$ cat config.mk
export PLATFORM = sky130hd
export DESIGN_NAME = hucard_sram_arbiter
export DESIGN_NICKNAME = d
export VERILOG_FILES = /design/src/rtl/hucard_pkg.sv /design/src/rtl/hucard_addr_map.sv /design/src/rtl/hucard_sram_arbiter.sv
export SDC_FILE = /design/constraint.sdc
export NUM_CORES = 1
export LEC_CHECK = 0
export ABC_AREA = 1
export CAP_MARGIN = 20
export CELL_PAD_IN_SITES_DETAIL_PLACEMENT = 1
export CELL_PAD_IN_SITES_GLOBAL_PLACEMENT = 1
export CORE_MARGIN = 2
export CORE_UTILIZATION = 29
export DETAILED_ROUTE_END_ITERATION = 8
export GPL_ROUTABILITY_DRIVEN = 0
export PLACE_DENSITY_LB_ADDON = 0.05
export SYNTH_ARGS = -nofsm -noshare
export SYNTH_HDL_FRONTEND = slang
export SYNTH_SLANG_ARGS = --single-unit
$ cat constraint.sdc
create_clock -name clk -period 2.8 [get_ports clk]
set_input_delay 0.42 -clock clk [delete_from_list [all_inputs] [get_ports clk]]
set_output_delay 0.42 -clock clk [all_outputs]
set_load 0.01 [all_outputs]
$ cat src/rtl/hucard_pkg.sv
// Shared definitions for the HuCard SRAM arbiter: romsel encodings,
// arbiter FSM states and grant-owner identifiers.
package hucard_pkg;

    // HuCard ROM size selections carried on romsel
    localparam logic [2:0] RomSel1m   = 3'b011;
    localparam logic [2:0] RomSel512k = 3'b010;
    localparam logic [2:0] RomSel384k = 3'b001;
    localparam logic [2:0] RomSel256k = 3'b000;

    typedef enum logic [1:0] {
        StIdle,
        StAccess,
        StAck
    } state_e;

    typedef enum logic {
        OwnerCpu,
        OwnerLd
    } owner_e;

endpackage

$ cat src/rtl/hucard_addr_map.sv
// CPU ROM byte address to SRAM byte address mapping, selected by HuCard size.
// 384KiB images are stored as 256KiB + 128KiB; the upper half of the CPU space
// folds onto the 128KiB tail at 0x40000.
module hucard_addr_map
    import hucard_pkg::*;
(
    input  logic [2:0]  romsel,
    input  logic [19:0] addr,
    output logic [19:0] mapped
);

    // Fold the CPU address into the image according to the card size
    always_comb begin
        mapped = addr;
        case (romsel)
            RomSel1m:   mapped = addr;
            RomSel512k: mapped = {1'b0, addr[18:0]};
            RomSel384k: begin
                if (!addr[19]) begin
                    mapped = {2'b00, addr[17:0]};
                end else begin
                    mapped = {3'b010, addr[16:0]};
                end
            end
            RomSel256k: mapped = {2'b00, addr[17:0]};
            default:    mapped = addr;
        endcase
    end

endmodule

$ cat src/rtl/hucard_sram_arbiter.sv
// Two-port arbiter sharing one asynchronous 16-bit SRAM between the CPU
// (byte reads of HuCard ROM) and a loader (word reads/writes).
// Optional feature: define ARB_FAIR_EN for alternating grants when both
// ports request together; otherwise the CPU has strict priority.
module hucard_sram_arbiter
    import hucard_pkg::*;
#(
    parameter int unsigned WAIT_CYCLES = 1
) (
    input  logic        clk,
    input  logic        rst,
    input  logic [2:0]  romsel,
    input  logic        cpu_req,
    input  logic [19:0] cpu_addr,
    output logic [7:0]  cpu_rdata,
    output logic        cpu_ack,
    input  logic        ld_req,
    input  logic        ld_we,
    input  logic [18:0] ld_addr,
    input  logic [15:0] ld_wdata,
    output logic [15:0] ld_rdata,
    output logic        ld_ack,
    output logic [19:0] SRAM_ADDR,
    output logic [15:0] SRAM_DQ_O,
    output logic        SRAM_DQ_OE,
    input  logic [15:0] SRAM_DQ_I,
    output logic        SRAM_CE_N,
    output logic        SRAM_OE_N,
    output logic        SRAM_WE_N,
    output logic        SRAM_UB_N,
    output logic        SRAM_LB_N
);

    localparam logic [2:0] CntLast = 3'(WAIT_CYCLES);

    state_e      state_q, state_d;
    logic [2:0]  cnt_q, cnt_d;
    owner_e      owner_q;
    logic        we_q;
    logic        byte_hi_q;
    logic [19:0] addr_q;
    logic [15:0] wdata_q;
    logic [7:0]  cpu_rdata_q;
    logic [15:0] ld_rdata_q;

    logic [19:0] cpu_mapped;
    logic        any_req;
    logic        grant;
    logic        grant_cpu;
    logic        access_last;

    hucard_addr_map u_addr_map (
        .romsel (romsel),
        .addr   (cpu_addr),
        .mapped (cpu_mapped)
    );

    assign any_req     = cpu_req | ld_req;
    assign grant       = (state_q == StIdle) && any_req;
    assign access_last = (state_q == StAccess) && (cnt_q == CntLast);

`ifdef ARB_FAIR_EN
    // owner_q doubles as the last-granted port; it resets to the loader so
    // the CPU wins the first contended grant.
    assign grant_cpu = cpu_req && (!ld_req || (owner_q == OwnerLd));
`else
    assign grant_cpu = cpu_req;
`endif

    // State register and ACCESS cycle counter
    always_ff @(posedge clk or posedge rst) begin
        if (rst) begin
            state_q <= StIdle;
            cnt_q   <= 3'd0;
        end else begin
            state_q <= state_d;
            cnt_q   <= cnt_d;
        end
    end

    // Next-state: IDLE -> ACCESS (WAIT_CYCLES+1 cycles) -> ACK -> IDLE
    always_comb begin
        state_d = state_q;
        cnt_d   = cnt_q;
        unique case (state_q)
            StIdle: begin
                if (any_req) begin
                    state_d = StAccess;
                    cnt_d   = 3'd0;
                end
            end
            StAccess: begin
                if (cnt_q == CntLast) begin
                    state_d = StAck;
                    cnt_d   = 3'd0;
                end else begin
                    cnt_d = cnt_q + 3'd1;
                end
            end
            StAck: begin
                state_d = StIdle;
            end
            default: begin
                state_d = StIdle;
                cnt_d   = 3'd0;
            end
        endcase
    end

    // Latch owner, direction, address and write data at grant; romsel is
    // only looked at here so a mid-access change cannot disturb the access.
    always_ff @(posedge clk or posedge rst) begin
        if (rst) begin
            owner_q   <= OwnerLd;
            we_q      <= 1'b0;
            byte_hi_q <= 1'b0;
            addr_q    <= 20'd0;
            wdata_q   <= 16'd0;
        end else if (grant) begin
            if (grant_cpu) begin
                owner_q   <= OwnerCpu;
                we_q      <= 1'b0;
                byte_hi_q <= cpu_mapped[0];
                addr_q    <= {1'b0, cpu_mapped[19:1]};
            end else begin
                owner_q <= OwnerLd;
                we_q    <= ld_we;
                addr_q  <= {1'b0, ld_addr};
                wdata_q <= ld_wdata;
            end
        end
    end

    // Capture read data on the edge closing the last ACCESS cycle; values
    // hold until the next read by the same port.
    always_ff @(posedge clk or posedge rst) begin
        if (rst) begin
            cpu_rdata_q <= 8'd0;
            ld_rdata_q  <= 16'd0;
        end else if (access_last && !we_q) begin
            if (owner_q == OwnerCpu) begin
                cpu_rdata_q <= byte_hi_q ? SRAM_DQ_I[15:8] : SRAM_DQ_I[7:0];
            end else begin
                ld_rdata_q <= SRAM_DQ_I;
            end
        end
    end

    // SRAM strobes and completion pulses decoded from the current state
    always_comb begin
        SRAM_CE_N  = 1'b1;
        SRAM_OE_N  = 1'b1;
        SRAM_WE_N  = 1'b1;
        SRAM_UB_N  = 1'b1;
        SRAM_LB_N  = 1'b1;
        SRAM_DQ_OE = 1'b0;
        cpu_ack    = 1'b0;
        ld_ack     = 1'b0;
        unique case (state_q)
            StAccess: begin
                SRAM_CE_N = 1'b0;
                SRAM_UB_N = 1'b0;
                SRAM_LB_N = 1'b0;
                if (we_q) begin
                    SRAM_DQ_OE = 1'b1;
                    // First cycle is address setup with WE_N still high
                    SRAM_WE_N  = (cnt_q == 3'd0);
                end else begin
                    SRAM_OE_N = 1'b0;
                end
            end
            StAck: begin
                cpu_ack = (owner_q == OwnerCpu);
                ld_ack  = (owner_q == OwnerLd);
            end
            default: begin
            end
        endcase
    end

    assign SRAM_ADDR = addr_q;
    assign SRAM_DQ_O = wdata_q;
    assign cpu_rdata = cpu_rdata_q;
    assign ld_rdata  = ld_rdata_q;

endmodule

==> results.md <==
* First-pass GRT wire length at 16400 µm
* Place WS at 0.656 ns
* DIE HEIGHT at 106 µm
* Via count at 2985
* Effective utilization at floorplan at 0.296
* Std-Cell Rows at 37
* Final nets at 584
* Fraction of layout cells with a size suffix above 1 at 0.0648
* Hpwl dp at 7100 µm
* CP endpoint kind: primary output
* Outcome: complete, no violations
* FF-to-FF End: SRAM_ADDR[14]
* Postcts setup bufs at 0
* Final non-filler cell total at 645
* Crit share post-route at 0.785
* RR Startpoint: state_q[0]
* Internal reg-to-reg setup slack at roughly 1.2 ns
* Number of cells on the worst reg-to-reg path at 6
* Final WS setup at 0.602 ns
* Antenna violations before repair at 0
* Normalized max-slew margin at 0.584
* Clk buf depth at 2
* Largest net degree at the start of global routing at 47
* Via/cell ratio at 4.63
* Crit Path Category: reg -> out
* CP endpoint: ld_ack
* Worst-Margin Slew at 0.624 ns
* Sink Count at 67
* Finished Core Util at 0.466
* CTS tree: built
* Syn Inst Count at approximately 370
* Vias in the first global route at 3259
* Max-cap violations at 0
* Clock Skew at a little under 0.01 ns
* Antenna Diode Count at 0
* CTS Hold Bufs at 0
* Cells after DPL at 630
* Hold WC Path Type: in -> async
* Yosys warns at 0
* GRT Total Usage at 0.184
* DRC viols at 0
* Iter 0 DRT Violations at ~100
* Distinct cells, synth at 22
* Worst Setup SP: owner_q
* Total iterations of the first detailed-routing run at 4
* Area of the mapped netlist at roughly 0.003 mm²
* Final Hold Slack at 0.423 ns
* Htree depth at 3
* Post-route ant nets at 0
* Die Area at 0.0113 mm²
* Chip width at between 100 and 150 µm
* Clock Root Buffer: clkbuf_8
* GR Overflow Total at 0
* Critical path fanouts, max at 11
* Leak at 2.22 nW
* WL/cell at 15.3 µm
* Tmin final at 2.20 ns
* Power per cell area at between 1000 and 1500 mW/mm²
* Hold Vio Cnt, Final at 0
* Setup TNS Final at 0 ns
* Area Overhead vs Synth at 57.1%
* Seq/Total Area, Yosys at 0.551
* Data arrival, critical path at 1.78 ns
* Total CTS buffers at 9
* VDD IR-drop max at approximately 0.00036 V
* Post-CTS Resized at 0
* RSZ-0062 raised after global routing: no
* # setup viols final at 0
* # IOs at 147
* Worst skew pair latency at around 0.35 ns
* CORE AREA at 0.0103 mm²
* Total Wirelength at between 9000 and 10000 µm
* Critical path launch point type: flip-flop
* Max Slew Vio Count at 0
* Synth Register Bits at 67
* Reg clk slew, reported paths at approximately 0.080 ns
* Count of input and output buffers at 145
* Syn_area_per_cell at 8.30 µm²
* Syn_nets at 446
* CP required at 2.38 ns
* Fmax at about 460 MHz
==> registers in the layout, indices dropped and copies added, names as in the netlist <==
signal,count
SRAM_ADDR,19
state_q,2
cnt_q,3
ld_rdata,16
cpu_rdata,8
SRAM_DQ_O,16
owner_q,1
we_q,1
byte_hi_q,1
==> cell families (layout without fill, tap and decap cells) <==
group                     Yosys count  in the layout  synth area share
and+or+nand+nor                   236            236             0.340
xor gates and xnor gates            1              1           0.00288
AOI/OAI and AO/OA                  19             19            0.0320
buffers and inverters              43            185            0.0731
other                               1              1           0.00123
DFF                                67             67             0.551
==> synthesized netlist by cell type, drive strengths merged <==
master    n  area [µm²]
dfrtp    66        1650
clkbuf    4        15.0
nand2   136         515
conb      1        3.75
nor3      1        16.3
nand3    89         455
dfstp     1        26.3
nor2     10        47.6
inv      21        78.8
xor2      1        8.76
buf      18         129
o31ai     1        7.51
o21ai    18        90.1
==> layer usage <==
metal	global-route usage	part of all wire
met5	0	0
met4	0.0594	0.014
met3	0.0595	0.074
met2	0.314	0.48
met1	0.220	0.43
==> placed cells by master (no fill, tap or decap) <==
cell type / n
o21ai_1: 3
nand2_1: 134
clkbuf_8: 10
o21ai_0: 15
buf_4: 3
o31ai_1: 1
dfrtp_1: 66
buf_12: 1
clkinvlp_4: 1
inv_2: 6
nand3_2: 2
nor2_4: 2
nand2_2: 2
clkinv_2: 2
xor2_1: 1
dfstp_2: 1
nor3_4: 1
nand3_1: 87
nor2_1: 8
clkdlybuf4s50_1: 145
inv_1: 15
bufinv_16: 2
conb_1: 1
==> report_power, final <==
part | total (W) | leakage [nW] | internal [W] | switching (W)
registers | 0.00176 | 0.821 | 0.00145 | 0.000314
logic | 0.00250 | 1.29 | 0.00124 | 0.00127
clock network | 0.000908 | 0.108 | 0.000518 | 0.000390
total | 0.00517 | 2.22 | 0.00320 | 0.00197
==> cell type report <==
class | instances | area, µm²
Timing Repair Buffer | 149 | 1490
Fill cell | 1225 | 5490
Inverter | 21 | 78.8
Tap cell | 136 | 170
Multi-Input combinational cell | 257 | 1150
Clock inverter | 5 | 77.6
Sequential cell | 67 | 1680
Clock buffer | 10 | 138
==> worst min path at each step <==
| stage | cells past startpoint | to | slack [ns] | start |
|---|---|---|---|---|
| 4_1_cts | 2 | SRAM_DQ_O[10] | 0.44 | rst |
| 2_1_floorplan | 2 | ld_rdata[0] | 0.51 | ld_rdata[0] |
| 3_5_place_dp | 2 | ld_rdata[9] | 0.46 | ld_rdata[9] |
| 6_report | 2 | SRAM_DQ_O[6] | 0.42 | rst |
| 3_3_place_gp | 2 | SRAM_DQ_O[8] | 0.45 | SRAM_DQ_O[8] |
| 5_1_grt | 2 | SRAM_DQ_O[6] | 0.46 | rst |
==> critical path, stage by stage (launching register included) <==
cell and delay (ns):
dfstp_2 0.53, inv_1 0.15, nor2_1 0.18, clkdlybuf4s50_1 0.57
==> per-stage QoR <==
| step | cell area (µm²) | power, W |
|---|---|---|
| floorplan | 3050 | 0.00301 |
| global placement | 4570 | 0.00427 |
| detailed placement | 4570 | 0.00433 |
| CTS | 4790 | 0.00527 |
| global route | 4790 | 0.00559 |
| finish | 4790 | 0.00517 |
Power figures use the tool's default switching activity.
